`src/rtl/ddr2_wr_burst_ctrl.sv`:
```
// Write-burst controller: drains WRITE_BURST words from the write FIFO, packs
// them pairwise into MIG write-data beats, then posts one write command.
module ddr2_wr_burst_ctrl #(
  parameter int DATA_WIDTH     = 64,
  parameter int APP_DATA_WIDTH = 128,
  parameter int WRITE_BURST    = 8,
  parameter int ADDR_WIDTH     = 31,
  parameter int ADDR_BASE      = 0,
  parameter int ADDR_INC       = 8,
  parameter int ADDR_LIMIT     = 1 << 20
) (
  input  logic                        clk_i,
  input  logic                        reset_i,
  input  logic                        enable_i,
  input  logic                        phy_init_done_i,
  input  logic [9:0]                  rd_data_count_i,
  input  logic [DATA_WIDTH-1:0]       data_out_i,
  input  logic                        dout_vd_i,
  output logic                        rd_fifo_o,
  input  logic                        app_af_afull_i,
  input  logic                        app_wdf_afull_i,
  output logic                        app_af_wren_o,
  output logic [ADDR_WIDTH-1:0]       app_af_addr_o,
  output logic [2:0]                  app_af_cmd_o,
  output logic                        app_wdf_wren_o,
  output logic [APP_DATA_WIDTH-1:0]   app_wdf_data_o,
  output logic [APP_DATA_WIDTH/8-1:0] app_wdf_mask_data_o,
  output logic                        busy_o,
  output logic [15:0]                 burst_count_o
);

  typedef enum logic [1:0] {IDLE, READ, DRAIN, CMD} state_e;

  localparam int CNT_W = $clog2(WRITE_BURST + 1);
  localparam int AX_W  = ADDR_WIDTH + 1;
  localparam logic [CNT_W-1:0]      BURST_LEN = CNT_W'(WRITE_BURST);
  localparam logic [9:0]            BURST_LVL = 10'(WRITE_BURST);
  localparam logic [ADDR_WIDTH-1:0] BASE_ADDR = ADDR_WIDTH'(ADDR_BASE);
  localparam logic [AX_W-1:0]       INC_X     = AX_W'(ADDR_INC);
  localparam logic [AX_W-1:0]       LIMIT_X   = AX_W'(ADDR_LIMIT);

  state_e                    state_q, state_d;
  logic [CNT_W-1:0]          rdCnt_q, rdCnt_d;
  logic [CNT_W-1:0]          vdCnt_q, vdCnt_d;
  logic                      pairSel_q, pairSel_d;
  logic [DATA_WIDTH-1:0]     lowWord_q, lowWord_d;
  logic                      rdFifo_q, rdFifo_d;
  logic                      wdfWren_q, wdfWren_d;
  logic [APP_DATA_WIDTH-1:0] wdfData_q, wdfData_d;
  logic                      afWren_q, afWren_d;
  logic [ADDR_WIDTH-1:0]     addr_q, addr_d;
  logic [15:0]               burstCnt_q, burstCnt_d;
  logic                      busy_q, busy_d;
  logic [AX_W-1:0]           nextAddr;
  logic                      startOk;

  assign startOk = phy_init_done_i & enable_i & (rd_data_count_i >= BURST_LVL)
                   & ~app_af_afull_i & ~app_wdf_afull_i;

  always_comb begin
    state_d    = state_q;
    rdCnt_d    = rdCnt_q;
    vdCnt_d    = vdCnt_q;
    pairSel_d  = pairSel_q;
    lowWord_d  = lowWord_q;
    wdfData_d  = wdfData_q;
    addr_d     = addr_q;
    burstCnt_d = burstCnt_q;
    rdFifo_d   = 1'b0;
    wdfWren_d  = 1'b0;
    afWren_d   = 1'b0;
    nextAddr   = {1'b0, addr_q} + INC_X;

    // Pair assembly only while a burst is in flight; stray valids elsewhere are dropped.
    if ((state_q == READ || state_q == DRAIN) && dout_vd_i && vdCnt_q != BURST_LEN) begin
      vdCnt_d = vdCnt_q + 1'b1;
      if (!pairSel_q) begin
        lowWord_d = data_out_i;
        pairSel_d = 1'b1;
      end else begin
        wdfData_d = {data_out_i, lowWord_q};
        wdfWren_d = 1'b1;
        pairSel_d = 1'b0;
      end
    end

    case (state_q)
      IDLE: begin
        if (startOk) begin
          state_d   = READ;
          rdFifo_d  = 1'b1;
          rdCnt_d   = CNT_W'(1);
          vdCnt_d   = '0;
          pairSel_d = 1'b0;
        end
      end
      READ: begin
        if (rdCnt_q == BURST_LEN) begin
          state_d = DRAIN;
        end else if (!app_wdf_afull_i) begin
          rdFifo_d = 1'b1;
          rdCnt_d  = rdCnt_q + 1'b1;
        end
      end
      DRAIN: begin
        // The last beat is on the bus this cycle, so the command trails it by one.
        if (vdCnt_q == BURST_LEN) begin
          state_d  = CMD;
          afWren_d = 1'b1;
        end
      end
      CMD: begin
        state_d    = IDLE;
        burstCnt_d = burstCnt_q + 16'd1;
        addr_d     = (nextAddr >= LIMIT_X) ? BASE_ADDR : nextAddr[ADDR_WIDTH-1:0];
        rdCnt_d    = '0;
        vdCnt_d    = '0;
      end
      default: state_d = IDLE;
    endcase

    busy_d = (state_d != IDLE);
  end

  always_ff @(posedge clk_i or posedge reset_i) begin
    if (reset_i) begin
      state_q    <= IDLE;
      rdCnt_q    <= '0;
      vdCnt_q    <= '0;
      pairSel_q  <= 1'b0;
      lowWord_q  <= '0;
      rdFifo_q   <= 1'b0;
      wdfWren_q  <= 1'b0;
      wdfData_q  <= '0;
      afWren_q   <= 1'b0;
      addr_q     <= BASE_ADDR;
      burstCnt_q <= '0;
      busy_q     <= 1'b0;
    end else begin
      state_q    <= state_d;
      rdCnt_q    <= rdCnt_d;
      vdCnt_q    <= vdCnt_d;
      pairSel_q  <= pairSel_d;
      lowWord_q  <= lowWord_d;
      rdFifo_q   <= rdFifo_d;
      wdfWren_q  <= wdfWren_d;
      wdfData_q  <= wdfData_d;
      afWren_q   <= afWren_d;
      addr_q     <= addr_d;
      burstCnt_q <= burstCnt_d;
      busy_q     <= busy_d;
    end
  end

  assign rd_fifo_o           = rdFifo_q;
  assign app_af_wren_o       = afWren_q;
  assign app_af_addr_o       = addr_q;
  assign app_af_cmd_o        = 3'b000;
  assign app_wdf_wren_o      = wdfWren_q;
  assign app_wdf_data_o      = wdfData_q;
  assign app_wdf_mask_data_o = '0;
  assign busy_o              = busy_q;
  assign burst_count_o       = burstCnt_q;

endmodule

```
`config.mk`:
```
export PLATFORM = sky130hd
export DESIGN_NAME = ddr2_wr_burst_ctrl
export DESIGN_NICKNAME = d
export VERILOG_FILES = /design/src/rtl/ddr2_wr_burst_ctrl.sv
export SDC_FILE = /design/constraint.sdc
export NUM_CORES = 1
export LEC_CHECK = 0
export ABC_AREA = 1
export CORE_UTILIZATION = 40
export DETAILED_ROUTE_END_ITERATION = 8
export GPL_TIMING_DRIVEN = 0
export PLACE_DENSITY = 0.68
export SLEW_MARGIN = 20
export SYNTH_ARGS = -nofsm -noshare
export SYNTH_HDL_FRONTEND = slang
export SYNTH_SLANG_ARGS = --single-unit
```
`constraint.sdc`:
```
create_clock -name clk_i -period 25.1 [get_ports clk_i]
set_input_delay 5.02 -clock clk_i [delete_from_list [all_inputs] [get_ports clk_i]]
set_output_delay 5.02 -clock clk_i [all_outputs]
set_load 0.03 [all_outputs]
```
**Word level (Yosys, flattened, before mapping)**

Index checks and enable logic that the tools add are counted.

- Magnitude comparators: 2
- Reductions and logical operators: 9
- Multiplexer cells: 24
- Bitwise logic cells: 7
- Eq/ne operators: 9
- Add/sub/neg operators: 4

Operators by type and width:

| operator | count |
|---|---|
| $add 31x4->32 const B | 1 |
| $ge 32x21->1 const B | 1 |
| $mux 31 | 1 |
| $mux 4 | 5 |
| $add 16x1->16 const B | 1 |
| $pmux 4 s3 | 1 |
| $mux 1 | 11 |
| $ge 10x4->1 const B | 1 |
| $add 4x1->4 const B | 2 |
| $eq 4x4->1 const B | 2 |
| $pmux 2 s4 | 1 |
| $pmux 4 s2 | 1 |
| $mux 2 | 3 |
| $ne 2x2->1 const B | 3 |
| $and 1x1->1 | 4 |
| $eq 2x2->1 const B | 2 |
| $ne 4x4->1 const B | 1 |
| $reduce_and 2->1 | 2 |
| $reduce_and 4->1 | 1 |
| $not 1->1 | 3 |
| $reduce_bool 3->1 | 1 |
| $eq 2x1->1 const B | 1 |
| $logic_and 1x1->1 | 2 |
| $logic_not 2->1 | 1 |
| other kinds (3) | 3 |

- Flip-flop bits (word level): 254
- Output and inout port bits: 198
- Logic and storage cells: 67
- Input bits: 81

**Longest topological paths before layout**

Gate-level depths: netlist of the first run.

- Depth in word-level cells: 7
- Depth in mapped cells: 15
- Depth with buffers taken out: 14

**Worst setup path after synthesis of the first run**

No wires, ideal clock.

- Path kind: input-to-reg
- From: in dout_vd_i
- To: reg wdfData_q[100], in the netlist app_wdf_data_o[100]
- Stages: 6
- Data required time: 24.975 ns
- Data arrival time: 6.561 ns
- Setup slack: 18.414 ns
- Cell sequence: nand2_1 nor2_1 ha_1 clkbuf_1 clkbuf_1 mux2_2

- Word-level cells in the longest chain between the ends: 3

Ends and longest elaborated chain:

| element | RTL line | RTL |
|---|---|---|
| start: declaration | 18 | `input logic dout_vd_i,` |
| $logic_and 1x1->1 (2 in a row) | 75 | `if ((state_q == READ \|\| state_q == DRAIN) && dout_vd_i && vdCnt_q != BURST_LEN) begin` |
| $reduce_and 2->1 (no line) | - |  |
| end signal: assignment | 147 | `wdfData_q <= wdfData_d;` |
| end: declaration | 49 | `logic [APP_DATA_WIDTH-1:0] wdfData_q, wdfData_d;` |

No other way between the ends.
A chain may end at the register's enable or synchronous reset.

**Worst setup path in the final report of the first run**

- From: in dout_vd_i
- To: reg wdfData_q[17], in the netlist app_wdf_data_o[17]

The elaborated chain is that of the path after synthesis.

==> out/results.ini, run 1 <==
[cells_and_area]
finalNetCount = 1482
design_area_sq_mm = 0.0148
syn_to_final_growth_pct = 37.1
final_cell_mix = clkdlybuf4s50_1, dfrtp_1, nand2_1
fin_cells = 1744
mostFrequentLayoutCell = clkdlybuf4s50_1
final_core_util_pct = 56.4
fillerInstances = 2308
drive_above_1_share_pct = 12.6

[clock_tree]
cts_resized = 0
cts_tree = done
path_clk_slew_ns = 0.06
cts-root-buf = clkbuf_16
cts_made_buffers = 27
cts_setup_buffers = 0
h-tree-depth = 1
holdBufCountCts = 0
clkLatencyLatePin_ns = 0.53
cts.sinks = 251
cts_buffer_depth = 3

[critical_path]
reg2regPathDepth = 9
crit_arrival_ns = 7.86
crit_path_start_kind = input port
path_class = input port to flop
critPathRequiredTime_ns = 25.48
cp_max_fo = 10
crit_path_end_kind = flop

[sta]
setup_viol_count_final = 0
period_needed_ns = 7.48
setup_tns_ns = 0
rsz0062_at_grt = no
slew_viol_final = 0
slew_headroom_pct = 54.3
hold_viol_final = 0
skew_ns = 0.0172
tightest_slew_ns = 0.685
finalCritPeriodShare_pct = 29.8
setup_slack_ns = 17.62
max_freq_mhz = 134

[global_route]
grt_pass1_wl_mm = 45.0
grt_max_degree = 105
grt_pass1_vias = 8553
grt_usage_pct = 20.2
grt_overflow_total = 0
grt_antenna_before_repair = 1

[placed_design]
gp_congestion = 0.899
placedInstanceArea_sq_mm = 0.0139
place_inst = 1695
io_buffers = 253
dp_slack_ns = 17.02
dpl.hpwl_mm = 19.4

[detailed_routing]
wl_met1_mm = 11.1
route.antenna.remaining_nets = 0
detail_route.wirelength_mm = 27.1
dr_total_vias = 8258
met3_length_mm = 2.73
avgRoutedWirePerCell_um = 15.6
via_per_inst = 4.74
wl_met2_mm = 12.7
drt_pass1_iterations = 7
drtIter0Drc = 554
drcViolationCount = 20
topRoutingLayerUsed = met4

[power]
p_switching_uw = 741
switching_share_pct = 39.3
p_seq_share_pct = 34.9
leakage_uw = 0.00665
irDropWorstVdd_mv = 0.0971
p_clk_share_pct = 21.2
combPwrFrac_pct = 43.9
p_per_area_mw_per_mm2 = 128
internal-power_uw = 1150

[min_path]
hp-class = flop to flop
worstHoldPathCells = 1

[yosys]
synth_ff_type = dfrtp_1
synth_edf_count = 0
yosysSeqAreaShare_pct = 58.3
yosys_warnings = 0
synth_cells = 1084
ys_types = 38
synth_async_sr_flop_share_pct = 100
syn_area_sq_mm = 0.0108
ys_ff_latch = 251
syn-mean-instance-area_sq_um = 9.94

[floorplan]
num_rows = 59
coreArea_sq_mm = 0.0262
dieHeight_um = 166
fp.dieW_um = 166
ios = 279
initial_core_util_pct = 41.1
die-area_sq_mm = 0.0276

[outcome]
failed_checks = design-rule violations
status = finished, violations left

[job]
drv_cap = 0

==> worst max-delay path, stage by stage <==
cell	delay (ns)
clkdlybuf4s50_1	0.45
nand2_1	0.05
nor2_1	0.34
ha_1	0.31
clkbuf_1	0.53
clkbuf_1	0.52
buf_1	0.49
a21oi_1	0.14
==> flip-flops by register name (all words and copies together) (netlist names) <==
register,flops
app_af_addr_o,28
app_af_wren_o,1
app_wdf_data_o,128
app_wdf_wren_o,1
burst_count_o,16
busy_o,1
lowWord_q,64
pairSel_q,1
rdCnt_q,4
rd_fifo_o,1
state_q,2
vdCnt_q,4
==> area by class of cell <==
type	instances	area, sq um	area share (%)
clock inverter	7	90.1	0.610
clock buffer	41	808	5.47
tap	335	419	2.84
antenna	1	2.50	0.0169
multi-input combinational	669	3770	25.5
sequential	251	6280	42.5
timing repair buffer	255	2590	17.5
inverter	121	462	3.13
buffer	64	352	2.38
==> cells by family (layout without fill, tap and decap cells) <==
family	after synthesis	count (layout)	share of synthesized area, %
multiplexers	64	64	6.69
AND/OR/NAND/NOR	391	391	16.6
other	1	23	0.0348
XOR/XNOR	31	31	2.52
adder cells (fa/ha/maj)	12	12	1.39
flip-flops	251	251	58.3
buffers and inverters	185	488	7.48
AO/OA/AOI/OAI	149	149	7.01
==> cells in the mapped netlist, types with 2 or more instances <==
cell type | count | area share, %
buf_4 | 22 | 1.5
nor2_8 | 3 | 0.56
nor2_4 | 7 | 0.73
nand2_1 | 191 | 6.7
nor2_1 | 112 | 3.9
o21ai_0 | 73 | 3.4
dfrtp_1 | 251 | 58
buf_1 | 2 | 0.070
nand3_2 | 11 | 1.0
nand2_4 | 2 | 0.21
a21oi_1 | 71 | 3.3
mux2_2 | 64 | 6.7
nand3b_1 | 2 | 0.14
xnor2_1 | 9 | 0.73
nor3b_1 | 2 | 0.14
clkbuf_1 | 37 | 1.3
xor2_1 | 22 | 1.8
ha_1 | 12 | 1.4
nor2_2 | 8 | 0.46
nor3_1 | 6 | 0.28
nand3_1 | 28 | 1.3
nand4_1 | 7 | 0.41
inv_1 | 120 | 4.2
nand2_2 | 8 | 0.46
==> power groups by stage <==
stage / registers (uW) / clock network (uW) / logic, uW
after detailed placement: 662 / 0 / 831
after floorplan: 871 / 0 / 274
after global routing: 679 / 426 / 896
final: 659 / 400 / 827
after global placement: 658 / 0 / 818
after CTS: 660 / 410 / 836
==> metal layers <==
metal | global-route usage (%) | vias up
met5 | 0 | -
met4 | 5.85 | 0
met3 | 7.82 | 46
met2 | 33.2 | 238
met1 | 24.6 | 3962
li1 | - | 4012
==> worst paths after layout <==
path	from	end	slack (ns)
max in group asynchronous	reset_i	lowWord_q[48]	18.89
hold / removal	burst_count_o[15]	burst_count_o[15]	0.47
setup reg to reg	state_q[1]	app_wdf_data_o[17]	21.81
hold reg to reg	burst_count_o[15]	burst_count_o[15]	0.47
setup / recovery	dout_vd_i	app_wdf_data_o[17]	17.62
min in group asynchronous	reset_i	app_wdf_data_o[76]	4.92
==> per-stage QoR <==
stage	power, uW	hold WS, ns
after floorplan	1140	0.478
after global placement	1480	0.458
after detailed placement	1490	0.461
after CTS	1910	0.469
after global routing	2000	0.493
final	1890	0.469
Power figures use the tool's default switching activity.
==> run 2: changes to the inputs <==
Clock period 25.1 ns to 7.4 ns, I/O delays scaled along.
==> out/results.ini, run 2 (synthesis results as in run 1) <==
[outcome]
status = finished, violations left  ; unchanged
failed_checks = design-rule violations  ; unchanged

[critical_path]
crit_path_start_kind = input port  ; unchanged
path_class = input port to flop  ; unchanged
crit_arrival_ns = 4.31  ; was 7.86 ns
cp_cell_sequence = clkdlybuf4s50_1, nand2_1, nor2_1, ha_1, clkbuf_1, clkbuf_1, clkbuf_1, a21oi_1  ; was clkdlybuf4s50_1, nand2_1, nor2_1, ha_1, clkbuf_1, clkbuf_1, buf_1, a21oi_1
critPathMaxStageDelay_ns = 0.52  ; was 0.53 ns
crit_top_cell = clkbuf_1  ; unchanged
critPathRequiredTime_ns = 7.80  ; was 25.48 ns
cp_max_fo = 10  ; unchanged
cp_slowest_cell = clkbuf_1  ; unchanged
crit_path_end_kind = flop  ; unchanged

[sta]
rsz0062_at_grt = no  ; unchanged
hold_viol_final = 0  ; unchanged
slew_viol_final = 0  ; unchanged
setup_tns_ns = 0  ; unchanged
setup_viol_count_final = 0  ; unchanged
timing.hold.ws_ns = 0.468  ; was 0.469 ns
period_needed_ns = 3.90
tightest_slew_ns = 0.714  ; was 0.685 ns
slew_headroom_pct = 52.4  ; was 54.3%
finalCritPeriodShare_pct = 52.7
max_freq_mhz = 256
skew_ns = 0.0154  ; was 0.0172 ns

[floorplan]
dieHeight_um = 166  ; unchanged
ios = 279  ; unchanged
die-area_sq_mm = 0.0276  ; unchanged
fp.dieW_um = 166  ; unchanged
coreArea_sq_mm = 0.0262  ; unchanged
num_rows = 59  ; unchanged
initial_core_util_pct = 41.1  ; unchanged

[global_route]
grt_overflow_total = 0  ; unchanged
grt_usage_pct = 20.1  ; was 20.2%
grt_pass1_vias = 8457  ; was 8,553
grt_antenna_before_repair = 2  ; was 1
grt_pass1_wl_mm = 45.1  ; was 45.0 mm
grt_max_degree = 35  ; was 105

[clock_tree]
cts.sinks = 251  ; unchanged
cts-root-buf = clkbuf_16  ; unchanged
cts_setup_buffers = 0  ; unchanged
path_clk_slew_ns = 0.06  ; about the same
cts_tree = done  ; unchanged
cts_resized = 0  ; unchanged
cts_made_buffers = 28  ; was 27
cts_buffer_depth = 3  ; unchanged
clkLatencyLatePin_ns = 0.55  ; was 0.53 ns
holdBufCountCts = 0  ; unchanged
h-tree-depth = 1  ; unchanged

[power]
p_per_area_mw_per_mm2 = 434  ; was 128 mW/mm^2
leakage_uw = 0.00673  ; was 0.00665 uW
irDropWorstVdd_mv = 0.320  ; was 0.0971 mV

[detailed_routing]
dr_total_vias = 8307  ; was 8,258
detail_route.wirelength_mm = 27.4  ; was 27.1 mm
route.antenna.remaining_nets = 0  ; unchanged
drt_pass1_iterations = 9  ; was 7
avgRoutedWirePerCell_um = 15.6  ; about the same
drcViolationCount = 18  ; was 20
via_per_inst = 4.73  ; was 4.74
drtIter0Drc = 563  ; was 554

[placed_design]
gp_congestion = 0.871  ; was 0.899
io_buffers = 253  ; unchanged
dpl.hpwl_mm = 19.8  ; was 19.4 mm

[cells_and_area]
drive_above_1_share_pct = 13.3  ; was 12.6%
mostFrequentLayoutCell = clkdlybuf4s50_1  ; unchanged
fillerInstances = 2317  ; was 2,308
largest_reg_flops = 128  ; unchanged
finalNetCount = 1489  ; was 1,482
final_cell_mix = clkdlybuf4s50_1, dfrtp_1, nand2_1  ; unchanged
syn_to_final_growth_pct = 38.7  ; was 37.1%

[job]
drv_cap = 0  ; unchanged

[min_path]
hp-class = flop to flop  ; unchanged

## run 2: cell types whose count changed in the layout (fill, tap and decap cells not counted), sizes merged
cell / delta
buf: +6
bufinv: +1
clkbuf: -1
clkinv: +5
diode: +1
inv: -1
## run 2: worst paths after layout
check / end / cells after the start / from / slack, ns
setup / recovery: app_wdf_data_o[29] / 8 / dout_vd_i / 3.50
hold / removal: burst_count_o[15] / 1 / burst_count_o[15] / 0.47
setup reg to reg: app_wdf_data_o[29] / 9 / state_q[0] / 4.13
hold reg to reg: burst_count_o[15] / 1 / burst_count_o[15] / 0.47
max in group asynchronous: lowWord_q[24] / 5 / reset_i / 4.98
min in group asynchronous: burst_count_o[15] / 2 / reset_i / 1.39
## run 2: through the flow
step                setup WS [ns]  total power, uW  area [sq um]  util, %  cells
finish                       3.50             6490         15000     57.0   1755
global route                 3.28             6870         15000     57.0   1755
CTS                          3.42             6560         14900     57.0   1753
detailed placement           2.85             5070         14000     53.3   1701
global placement            0.677             5000         13800     52.7   1693
floorplan                    2.62             3880         10900        -   1105
## run 2: critical path: cells and delay by family
| family | cells | cell delay, ns |
|---|---|---|
| buffers and inverters | 4 | 1.95 |
| AOI/OAI and AO/OA | 1 | 0.15 |
| and+or+nand+nor | 2 | 0.41 |
| adders and majority gates | 1 | 0.31 |
## run 2: routing by layer
metal  track usage (%)  share of wire (%)  vias to the layer above
met2              32.6                 46                      242
met3              6.89                9.2                       37
met5                 0                  0                        -
met1              25.6                 42                     4001
li1                  -                  -                     4027
met4              5.57                2.0                        0
## run 2: final cells by class
type	count	area [sq um]	share of cell area, %
Clock buffer	40	816	5.46
Timing Repair Buffer	261	2700	18.1
Sequential cell	251	6280	42.0
Clock inverter	12	153	1.02
Antenna cell	2	5.00	0.0335
Multi-Input combinational cell	669	3770	25.2
Tap cell	335	419	2.80
Inverter	121	458	3.06
Buffer	64	352	2.35
## run 2: report_power, final
part / switching (uW) / internal [uW] / total [uW]
Combinational: 1690 / 1120 / 2820
Sequential: 281 / 1950 / 2230
Clock: 567 / 871 / 1440
Total: 2540 / 3950 / 6490
